**config.mk**
```make
export PLATFORM = sky130hd
export DESIGN_NAME = tree_operand_packer_flat
export DESIGN_NICKNAME = d
export VERILOG_FILES = /design/src/rtl/tree_operand_packer_pkg.sv /design/src/rtl/tree_operand_packer_if.sv /design/src/rtl/tree_operand_packer.sv /design/src/flat_wrapper.sv
export SDC_FILE = /design/constraint.sdc
export NUM_CORES = 1
export LEC_CHECK = 0
export BUFFER_PORTS_ARGS = -buffer_cell sky130_fd_sc_hd__buf_4
export CORE_UTILIZATION = 42
export DETAILED_ROUTE_END_ITERATION = 12
export PLACE_DENSITY_LB_ADDON = 0.12
export SLEW_MARGIN = 20
export SYNTH_ARGS = -nofsm -noshare
export SYNTH_HDL_FRONTEND = slang
export SYNTH_SLANG_ARGS = --single-unit
```
**constraint.sdc**
```tcl
create_clock -name clk -period 4.2 [get_ports clk]
set_input_delay 0.63 -clock clk [delete_from_list [all_inputs] [get_ports clk]]
set_output_delay 0.63 -clock clk [all_outputs]
set_load 0.02 [all_outputs]
```
**src/rtl/tree_operand_packer_pkg.sv**
```systemverilog
// ---------------------------------------------------------------------------
// tree_operand_packer_pkg : shared lane/vector types for the packer and binary_tree_adder
// Rev 1.0
// ---------------------------------------------------------------------------
`default_nettype none

package tree_operand_packer_pkg;

  localparam int DEFAULT_P             = 8;
  localparam int DEFAULT_INPUTS_AMOUNT = 8;

  typedef logic signed [DEFAULT_P-1:0] lane_t;
  typedef lane_t vec_t [DEFAULT_INPUTS_AMOUNT];

  // Lane count must represent INPUTS_AMOUNT itself, hence the extra bit.
  function automatic int cnt_width(input int n);
    return $clog2(n) + 1;
  endfunction

endpackage

`default_nettype wire

```
**src/rtl/tree_operand_packer_if.sv**
```systemverilog
// ---------------------------------------------------------------------------
// tree_operand_packer_if : element stream in, packed vector out
// Rev 1.0
// ---------------------------------------------------------------------------
`default_nettype none

interface tree_operand_packer_if
  import tree_operand_packer_pkg::*;
#(
  parameter int P             = DEFAULT_P,
  parameter int INPUTS_AMOUNT = DEFAULT_INPUTS_AMOUNT
);

  localparam int CNT_W = cnt_width(INPUTS_AMOUNT);

  logic signed [P-1:0] in_data_i;
  logic                in_valid_i;
  logic                in_last_i;
  logic                in_ready_o;
  logic signed [P-1:0] vec_o [INPUTS_AMOUNT];
  logic [CNT_W-1:0]    vec_count_o;
  logic                vec_valid_o;
  logic                vec_ready_i;

  // Packer side.
  modport slave (
    input  in_data_i, in_valid_i, in_last_i, vec_ready_i,
    output in_ready_o, vec_o, vec_count_o, vec_valid_o
  );

  // Upstream producer plus downstream consumer side.
  modport master (
    output in_data_i, in_valid_i, in_last_i, vec_ready_i,
    input  in_ready_o, vec_o, vec_count_o, vec_valid_o
  );

endinterface

`default_nettype wire

```
**src/rtl/tree_operand_packer.sv**
```systemverilog
// ---------------------------------------------------------------------------
// tree_operand_packer : serial-to-parallel feeder, zero-pads short vectors, double-buffered
// Rev 1.0
// ---------------------------------------------------------------------------
`default_nettype none

module tree_operand_packer
  import tree_operand_packer_pkg::*;
#(
  parameter int P             = DEFAULT_P,
  parameter int INPUTS_AMOUNT = DEFAULT_INPUTS_AMOUNT
) (
  input  logic                  clk,
  input  logic                  rst_n,
  tree_operand_packer_if.slave  bus
);

  localparam int                CNT_W    = cnt_width(INPUTS_AMOUNT);
  localparam int                IDX_W    = $clog2(INPUTS_AMOUNT);
  localparam logic [IDX_W-1:0]  LAST_IDX = IDX_W'(INPUTS_AMOUNT - 1);

  logic signed [P-1:0] buf_q [INPUTS_AMOUNT];
  logic signed [P-1:0] vec_q [INPUTS_AMOUNT];
  logic [IDX_W-1:0]    idx_q;
  logic [IDX_W-1:0]    idx_d;
  logic [CNT_W-1:0]    cnt_q;
  logic [CNT_W-1:0]    cnt_d;
  logic                pending_q;
  logic                vec_valid_q;

  logic                accept;
  logic                slot_free;
  logic                complete;
  logic                load;
  logic                drain;
  logic signed [P-1:0] load_vec [INPUTS_AMOUNT];

  always_comb begin
    accept    = bus.in_valid_i && !pending_q;
    slot_free = !vec_valid_q || bus.vec_ready_i;
    complete  = accept && ((idx_q == LAST_IDX) || bus.in_last_i);
    // complete and pending_q are exclusive: accept is blocked while pending.
    load      = (complete || pending_q) && slot_free;
    drain     = vec_valid_q && bus.vec_ready_i;
    idx_d     = idx_q + IDX_W'(1);
    cnt_d     = CNT_W'(idx_q) + CNT_W'(1);
    for (int i = 0; i < INPUTS_AMOUNT; i++) begin
      load_vec[i] = (accept && (idx_q == IDX_W'(i))) ? bus.in_data_i : buf_q[i];
    end
  end

  always_ff @(posedge clk or negedge rst_n) begin
    if (!rst_n) begin
      for (int i = 0; i < INPUTS_AMOUNT; i++) begin
        buf_q[i] <= '0;
        vec_q[i] <= '0;
      end
      idx_q       <= '0;
      cnt_q       <= '0;
      pending_q   <= 1'b0;
      vec_valid_q <= 1'b0;
    end else if (load) begin
      // Buffer is cleared on every hand-off so the next short vector is zero-padded.
      for (int i = 0; i < INPUTS_AMOUNT; i++) begin
        vec_q[i] <= load_vec[i];
        buf_q[i] <= '0;
      end
      cnt_q       <= cnt_d;
      vec_valid_q <= 1'b1;
      idx_q       <= '0;
      pending_q   <= 1'b0;
    end else begin
      if (drain) begin
        vec_valid_q <= 1'b0;
      end
      if (accept) begin
        buf_q[idx_q] <= bus.in_data_i;
        // idx is frozen while pending so the count survives until hand-off.
        if (complete) begin
          pending_q <= 1'b1;
        end else begin
          idx_q <= idx_d;
        end
      end
    end
  end

  assign bus.in_ready_o  = !pending_q;
  assign bus.vec_o       = vec_q;
  assign bus.vec_count_o = cnt_q;
  assign bus.vec_valid_o = vec_valid_q;

endmodule

`default_nettype wire

```
**src/flat_wrapper.sv**
```systemverilog
// flat-port wrapper written by rule: the top's interface ports become plain ports
module tree_operand_packer_flat import tree_operand_packer_pkg::*;
#(
  parameter int P             = DEFAULT_P,
  parameter int INPUTS_AMOUNT = DEFAULT_INPUTS_AMOUNT
)
  (clk, rst_n, bus_in_data_i, bus_in_valid_i, bus_in_last_i, bus_vec_ready_i, bus_in_ready_o, bus_vec_o, bus_vec_count_o, bus_vec_valid_o);
  tree_operand_packer_if #(.P(P), .INPUTS_AMOUNT(INPUTS_AMOUNT)) bus_i ();
  input  logic clk;
  input  logic rst_n;
  input wire logic [$bits(bus_i.in_data_i)-1:0] bus_in_data_i;
  input wire logic [$bits(bus_i.in_valid_i)-1:0] bus_in_valid_i;
  input wire logic [$bits(bus_i.in_last_i)-1:0] bus_in_last_i;
  input wire logic [$bits(bus_i.vec_ready_i)-1:0] bus_vec_ready_i;
  output wire logic [$bits(bus_i.in_ready_o)-1:0] bus_in_ready_o;
  output wire logic [$bits(bus_i.vec_o)-1:0] bus_vec_o;
  output wire logic [$bits(bus_i.vec_count_o)-1:0] bus_vec_count_o;
  output wire logic [$bits(bus_i.vec_valid_o)-1:0] bus_vec_valid_o;
  assign bus_i.in_data_i = bus_in_data_i;
  assign bus_i.in_valid_i = bus_in_valid_i;
  assign bus_i.in_last_i = bus_in_last_i;
  assign bus_i.vec_ready_i = bus_vec_ready_i;
  assign bus_in_ready_o = bus_i.in_ready_o;
  assign bus_vec_o = {>>{bus_i.vec_o}};
  assign bus_vec_count_o = bus_i.vec_count_o;
  assign bus_vec_valid_o = bus_i.vec_valid_o;
  tree_operand_packer #(.P(P), .INPUTS_AMOUNT(INPUTS_AMOUNT)) u_core (.clk(clk), .rst_n(rst_n), .bus(bus_i));
endmodule
```
==> metrics, run 1 <==
PostCTS Resize Cnt 0; Starting Density 43.3%; WL per Instance 18.8 um; post-detail-place hpwl 9440 um; Max Clk Rate 389 MHz; critical-path maximum fanout 132; final core occ 52.0%; core footprint 15300 um2; met3 wire len 687 um; syn_area_per_cell 11.7 um2; yosys warns 0; synthesized instance count 564; register area share after synthesis 51.9%; number of synthesized flops with an enable pin 0; # hold bufs at CTS 0; Synth Area in Adders 1.14%; later-pin clock latency in the skew report 0.42 ns; IO Pins 83; total gr overflow 0; RSZ-0062 raised after global routing false; CTS Buf Count 17; Arr. time, crit path 2.88 ns; Simple-Gate Fraction of Synth Area 9.10%; total die area 16200 um2; Synth Area in XOR/XNOR 0%; initial antenna violation count 0; Async SR Flop Fraction 100%; CTS H-Tree Depth 4; clk slew on worst S/H paths 0.06 ns; post-synth cell types 37; most common cell in the netlist dfrtp_1; Setup Fix Bufs, Post-CTS 0; Compound-Gate Fraction of Synth Area 10.6%; vias 4663; Final period util 61.2%; Cell Area, Synth 6600 um2; max_slew headroom 50.9%; Syn-to-layout area delta 20.2%; Hold WS 0.207 ns; Hold Fails Final Rpt 0; placed instance area 7280 um2; Final nets 636; DRC 0; DRT antenna net count 0; num rows 45; wl on met1 7220 um; CP Launch Type flop; drt pass-1 iters 5; fraction of layout cells with a size suffix above 1 41.3%; Antenna Cells 0; Hold Path Class in2async; fin crit period 2.57 ns; Critical Path Most Common Cell ha_1; MaxCap Viol Count 0; die width 127 um; # port buffers 82; met2 WL 7640 um; Global Route Usage Sum 20.7%; Clock Path Buffers 2; post-route clock skew 0.00379 ns; largest net degree at the start of global routing 133; worst slew pin tran 0.737 ns; synth top area cells dfrtp_1 52%, mux2_2 22%, nand3_1 4.9%; Slew Viols, Final 0; Pwr Density 540 nW/um2; routed wire length 15800 um; first-pass GRT wire length 25600 um; Synth Register Bits 137; Avg Vias per Cell 5.55; Synth area leader dfrtp_1; largest family of logic cells by synthesized area multiplexers; CTS Root Cell clkbuf_16; Die Y 127 um; Req. time, crit path 4.51 ns; synthesized net count 583; mux contribution to synthesized area 22.7%; status finished, final reports clean; cell area after layout 7940 um2; Peak VDD IR 0.283 mV; Synth top area share 51.9%; clock sinks 137; initial drt markers 328; CTS tree built; Highest Signal Layer met4; TNS Setup 0 ns; Pleak 0.00380 uW; vias in the first global route 4680; critical path class reg2reg; Final GP Congestion 0.821; Final Setup Violations 0; slowest stage delay, CP 0.56 ns; Crit-path slowest cell dfrtp_1; Critical Path, Cell by Cell ha_1, ha_1, o21ai_1, a21boi_4, buf_12, mux2_2; Synth top cells by count 137 x dfrtp_1, 130 x mux2_2, 65 x nand3_1; Critical Path End Type flop; Post-synth top flop dfrtp_1
[per-layer routing]
layer,vias to the layer above,GRT usage [%]
met5,-,0
met4,0,6.79
met3,18,3.98
met2,121,33.1
met1,2383,28.3
li1,2141,-
[layout make-up]
class                           instances  area, um2
Multi-Input combinational cell        366       2880
Tap cell                              211        264
Fill cell                            1330       7320
Clock inverter                          8        165
Timing Repair Buffer                   89        684
Clock buffer                           23        488
Inverter                                6       22.5
Sequential cell                       137       3430
[report_power, final]
| group | leakage [uW] | internal, uW | switching, uW |
|---|---|---|---|
| sequential | 0.00187 | 1520 | 120 |
| clock | 0.000323 | 1110 | 540 |
| combinational | 0.00161 | 436 | 563 |
| total | 0.00380 | 3070 | 1220 |
[per-stage QoR]
stage,cells,worst slack [ns],power (uW)
after CTS,840,1.70,4330
after detailed placement,809,1.71,2670
after global placement,809,1.80,2640
final,840,1.63,4290
after global routing,840,1.53,4480
after floorplan,564,2.14,2290
[sequential cells by signal, indices dropped and copies added, names as in the netlist]
register                count
u_core.bus.vec_valid_o      1
u_core.bus.vec_o           64
u_core.idx_q                3
u_core.bus.vec_count_o      4
u_core.pending_q            1
u_core.buf_q               64
[worst paths after layout]
check	to	start	cells past startpoint	slack, ns
max	u_core.bus.vec_o[21]	u_core.idx_q[1]	6	1.63
min	u_core.bus.vec_o[58]	rst_n	1	0.21
min reg2reg	u_core.bus.vec_o[55]	u_core.bus.vec_o[55]	1	0.50
max in group asynchronous	u_core.bus.vec_o[33]	rst_n	2	3.05
max reg2reg	u_core.bus.vec_o[21]	u_core.idx_q[1]	6	1.63
min in group clk	u_core.bus.vec_o[55]	u_core.bus.vec_o[55]	1	0.50
[cells in the final DEF (no fill, tap or decap), drive strengths merged, types with 3 or more instances in the layout]
master / instances
o21ai: 65
inv: 6
ha: 6
nand4b: 3
nand3: 65
nor2: 3
mux2: 131
clkbuf: 23
a21oi: 64
clkinv: 3
buf: 89
dfrtp: 137
nand3b: 4
bufinv: 5
[logic make-up (layout without fill, tap and decap cells)]
family          count (synthesis)  count (layout)
compound gates                135             135
fa+ha+maj                       6               6
buf+inv                        61             126
flops                         137             137
mux                           133             133
simple gates                   92              92
[worst max-delay path: cells and delay by family, from the launching register on]
family / cells / cell delay [ns]
mux: 1 / 0.41
buf+inv: 1 / 0.50
compound gates: 2 / 0.36
flops: 1 / 0.56
fa+ha+maj: 2 / 0.53
(Power assumes the default switching activity.)
==> run 2, diff against run 1 <==
--- a/config.mk
+++ b/config.mk
@@ -5,6 +5,7 @@
 export SDC_FILE = /design/constraint.sdc
 export NUM_CORES = 1
 export LEC_CHECK = 0
+export ABC_AREA = 1
 export BUFFER_PORTS_ARGS = -buffer_cell sky130_fd_sc_hd__buf_4
 export CORE_UTILIZATION = 42
 export DETAILED_ROUTE_END_ITERATION = 12
==> constraint.sdc (replaced) <==
create_clock -name clk -period 2.4 [get_ports clk]
set_input_delay 0.36 -clock clk [delete_from_list [all_inputs] [get_ports clk]]
set_output_delay 0.36 -clock clk [all_outputs]
set_load 0.02 [all_outputs]
==> metrics, run 2 <==
status finished, final reports clean; RSZ-0062 raised after global routing false; register area share after synthesis 52.8%; Final nets 896; Final Setup Violations 0; clock sinks 137; first-pass GRT wire length 27800 um; Simple-Gate Fraction of Synth Area 25.7%; clk slew on worst S/H paths 0.06 ns; Hold Fails Final Rpt 0; Peak VDD IR 0.506 mV; largest net degree at the start of global routing 69; total die area 16000 um2; Max Clk Rate 462 MHz; Hold Path Class in2reg; max_slew headroom 60.3%; syn_area_per_cell 8.10 um2; Compound-Gate Fraction of Synth Area 12.2%; critical path class reg2reg; most frequent cells in the layout 331 x nand2_1, 137 x dfrtp_1, 90 x buf_4; vias in the first global route 5255; worst slew pin tran 0.593 ns; R2R Path Start u_core.idx_q[1]; mux contribution to synthesized area 0%; Antenna Cells 0; initial drt markers 494; grt peak-use layer met2; # port buffers 82; final setup margin 0.234 ns; routed wire length 17100 um; post-synth cell types 26; Place WS 0.143 ns; Final GP Congestion 0.853; WL per Instance 15.9 um; worst hold path endpoint u_core.idx_q[1]; TNS Setup 0 ns; grt met2 use 34.8%; most common library cell in the layout ignoring fill and taps nand2_1; num rows 45; vias 5464; number of synthesized flops with an enable pin 0; DRC 0; IO Pins 83; Global Route Usage Sum 23.0%; post-route clock skew 0.00808 ns; later-pin clock latency in the skew report 0.43 ns; post-detail-place hpwl 11100 um; GR Util met3 4.93%; Pleak 0.00412 uW; largest family of logic cells by synthesized area simple AND/OR/NAND/NOR gates; reg-to-reg setup timing slack 0.23 ns; cells on worst reg2reg path 9; CTS tree built; Post-synth top flop dfrtp_1; Die Y 126 um; DRT antenna net count 0; CP Launch Type flop; initial antenna violation count 0; Cell Area, Synth 6490 um2; fraction of layout cells with a size suffix above 1 18.9%; Synth Area in Adders 1.16%; Synth top cells by count 331 x nand2_1, 137 x dfrtp_1, 65 x o21ai_0; Setup Fix Bufs, Post-CTS 0; Starting Density 42.9%; synthesized net count 821; most common cell in the netlist nand2_1; critical-path maximum fanout 47; Req. time, crit path 2.77 ns; Clock Path Buffers 2; Hold Path Origin bus_in_last_i; Synth area leader dfrtp_1; CTS Buf Count 17; Final period util 90.2%; Avg Vias per Cell 5.07; synth top area cells dfrtp_1 53%, nand2_1 19%, o21ai_0 5.0%; MaxCap Viol Count 0; Pwr Density 878 nW/um2; CTS Root Cell clkbuf_16; total gr overflow 0; met1 Use GR 31.9%; Synth Register Bits 137; Synth top area share 52.8%; Synth Area in XOR/XNOR 0%; Arr. time, crit path 2.53 ns; drt pass-1 iters 5; fin crit period 2.17 ns; r2r endpoint u_core.bus.vec_o[33]; Syn-to-layout area delta 20.8%; die width 126 um; synthesized instance count 802; Slew Viols, Final 0; hold path depth 4; CTS H-Tree Depth 4; Critical Path End Type flop; yosys warns 0; Hold WS 0.247 ns; core footprint 15100 um2; Async SR Flop Fraction 100%
-- run 2: cell count changes after synthesis, moves of 8 or more --
cell      change
a21oi_1      -28
nand2_1     +330
o21ai_1      +14
o211ai_1     +11
buf_6        +11
nand3_1      -65
inv_1        +51
mux2_2      -130
nor2_1       +51
nand4_1       +8
clkbuf_1     -14
a21oi_2      +12
-- run 2: logic make-up after synthesis --
| group | count (synthesis) |
|---|---|
| AND/OR/NAND/NOR | 412 |
| AO/OA/AOI/OAI | 142 |
| flip-flops | 137 |
| adder cells (fa/ha/maj) | 6 |
| buffers and inverters | 105 |
-- run 2: stage by stage --
stage	utilization (%)	area (um2)	std cells	total power [uW]
global placement	47.5	7190	1045	4080
CTS	51.7	7840	1078	6940
global route	51.8	7850	1078	7210
floorplan	-	6490	802	3590
detailed placement	47.5	7190	1045	4110
finish	51.8	7850	1078	6890
-- run 2: where the power goes --
group	leakage, uW	total [uW]	internal, uW	switching (uW)
Combinational	0.00193	1320	480	840
Sequential	0.00187	2750	2590	161
Clock	0.000308	2820	1810	1010
-- run 2: final cells by class --
cell class,count,area [um2]
clock buffer,20,467
clock inverter,12,171
fill,1426,7300
inverter,66,262
multi-input combinational,560,2530
sequential,137,3430
tap,188,235
timing repair buffer,95,748
-- run 2: how the worst max path moves through the flow --
stage / from / end / cells after the start
final: u_core.idx_q[1] / u_core.bus.vec_o[33] / 9
after global routing: u_core.idx_q[1] / u_core.bus.vec_o[33] / 9
after CTS: u_core.idx_q[1] / u_core.bus.vec_o[33] / 9
after detailed placement: u_core.idx_q[1] / u_core.bus.vec_o[33] / 9
after global placement: u_core.idx_q[1] / u_core.bus.vec_o[33] / 9
after floorplan: u_core.idx_q[1] / u_core.bus.vec_o[47] / 7
-- run 2: metal layers --
metal / share of wire (%) / up-vias
met1: 46 / 2599
met3: 6.4 / 26
met5: 0 / -
met2: 45 / 179
li1: - / 2660
met4: 2.1 / 0
-- run 2: critical path: stages (launching register included) --
cell      delay [ns]
dfrtp_1         0.47
ha_1            0.24
ha_1            0.27
nor2_4          0.07
o21bai_2        0.15
nand2_4         0.18
inv_4           0.18
buf_6           0.34
nand2_1         0.12
nand2_1         0.07
-- run 2: repair_timing --
item	in CTS	in global routing
setup endpoints to repair	0	32
hold endpoints to repair	14	0
hold buffers	1	0
resized for setup	0	2
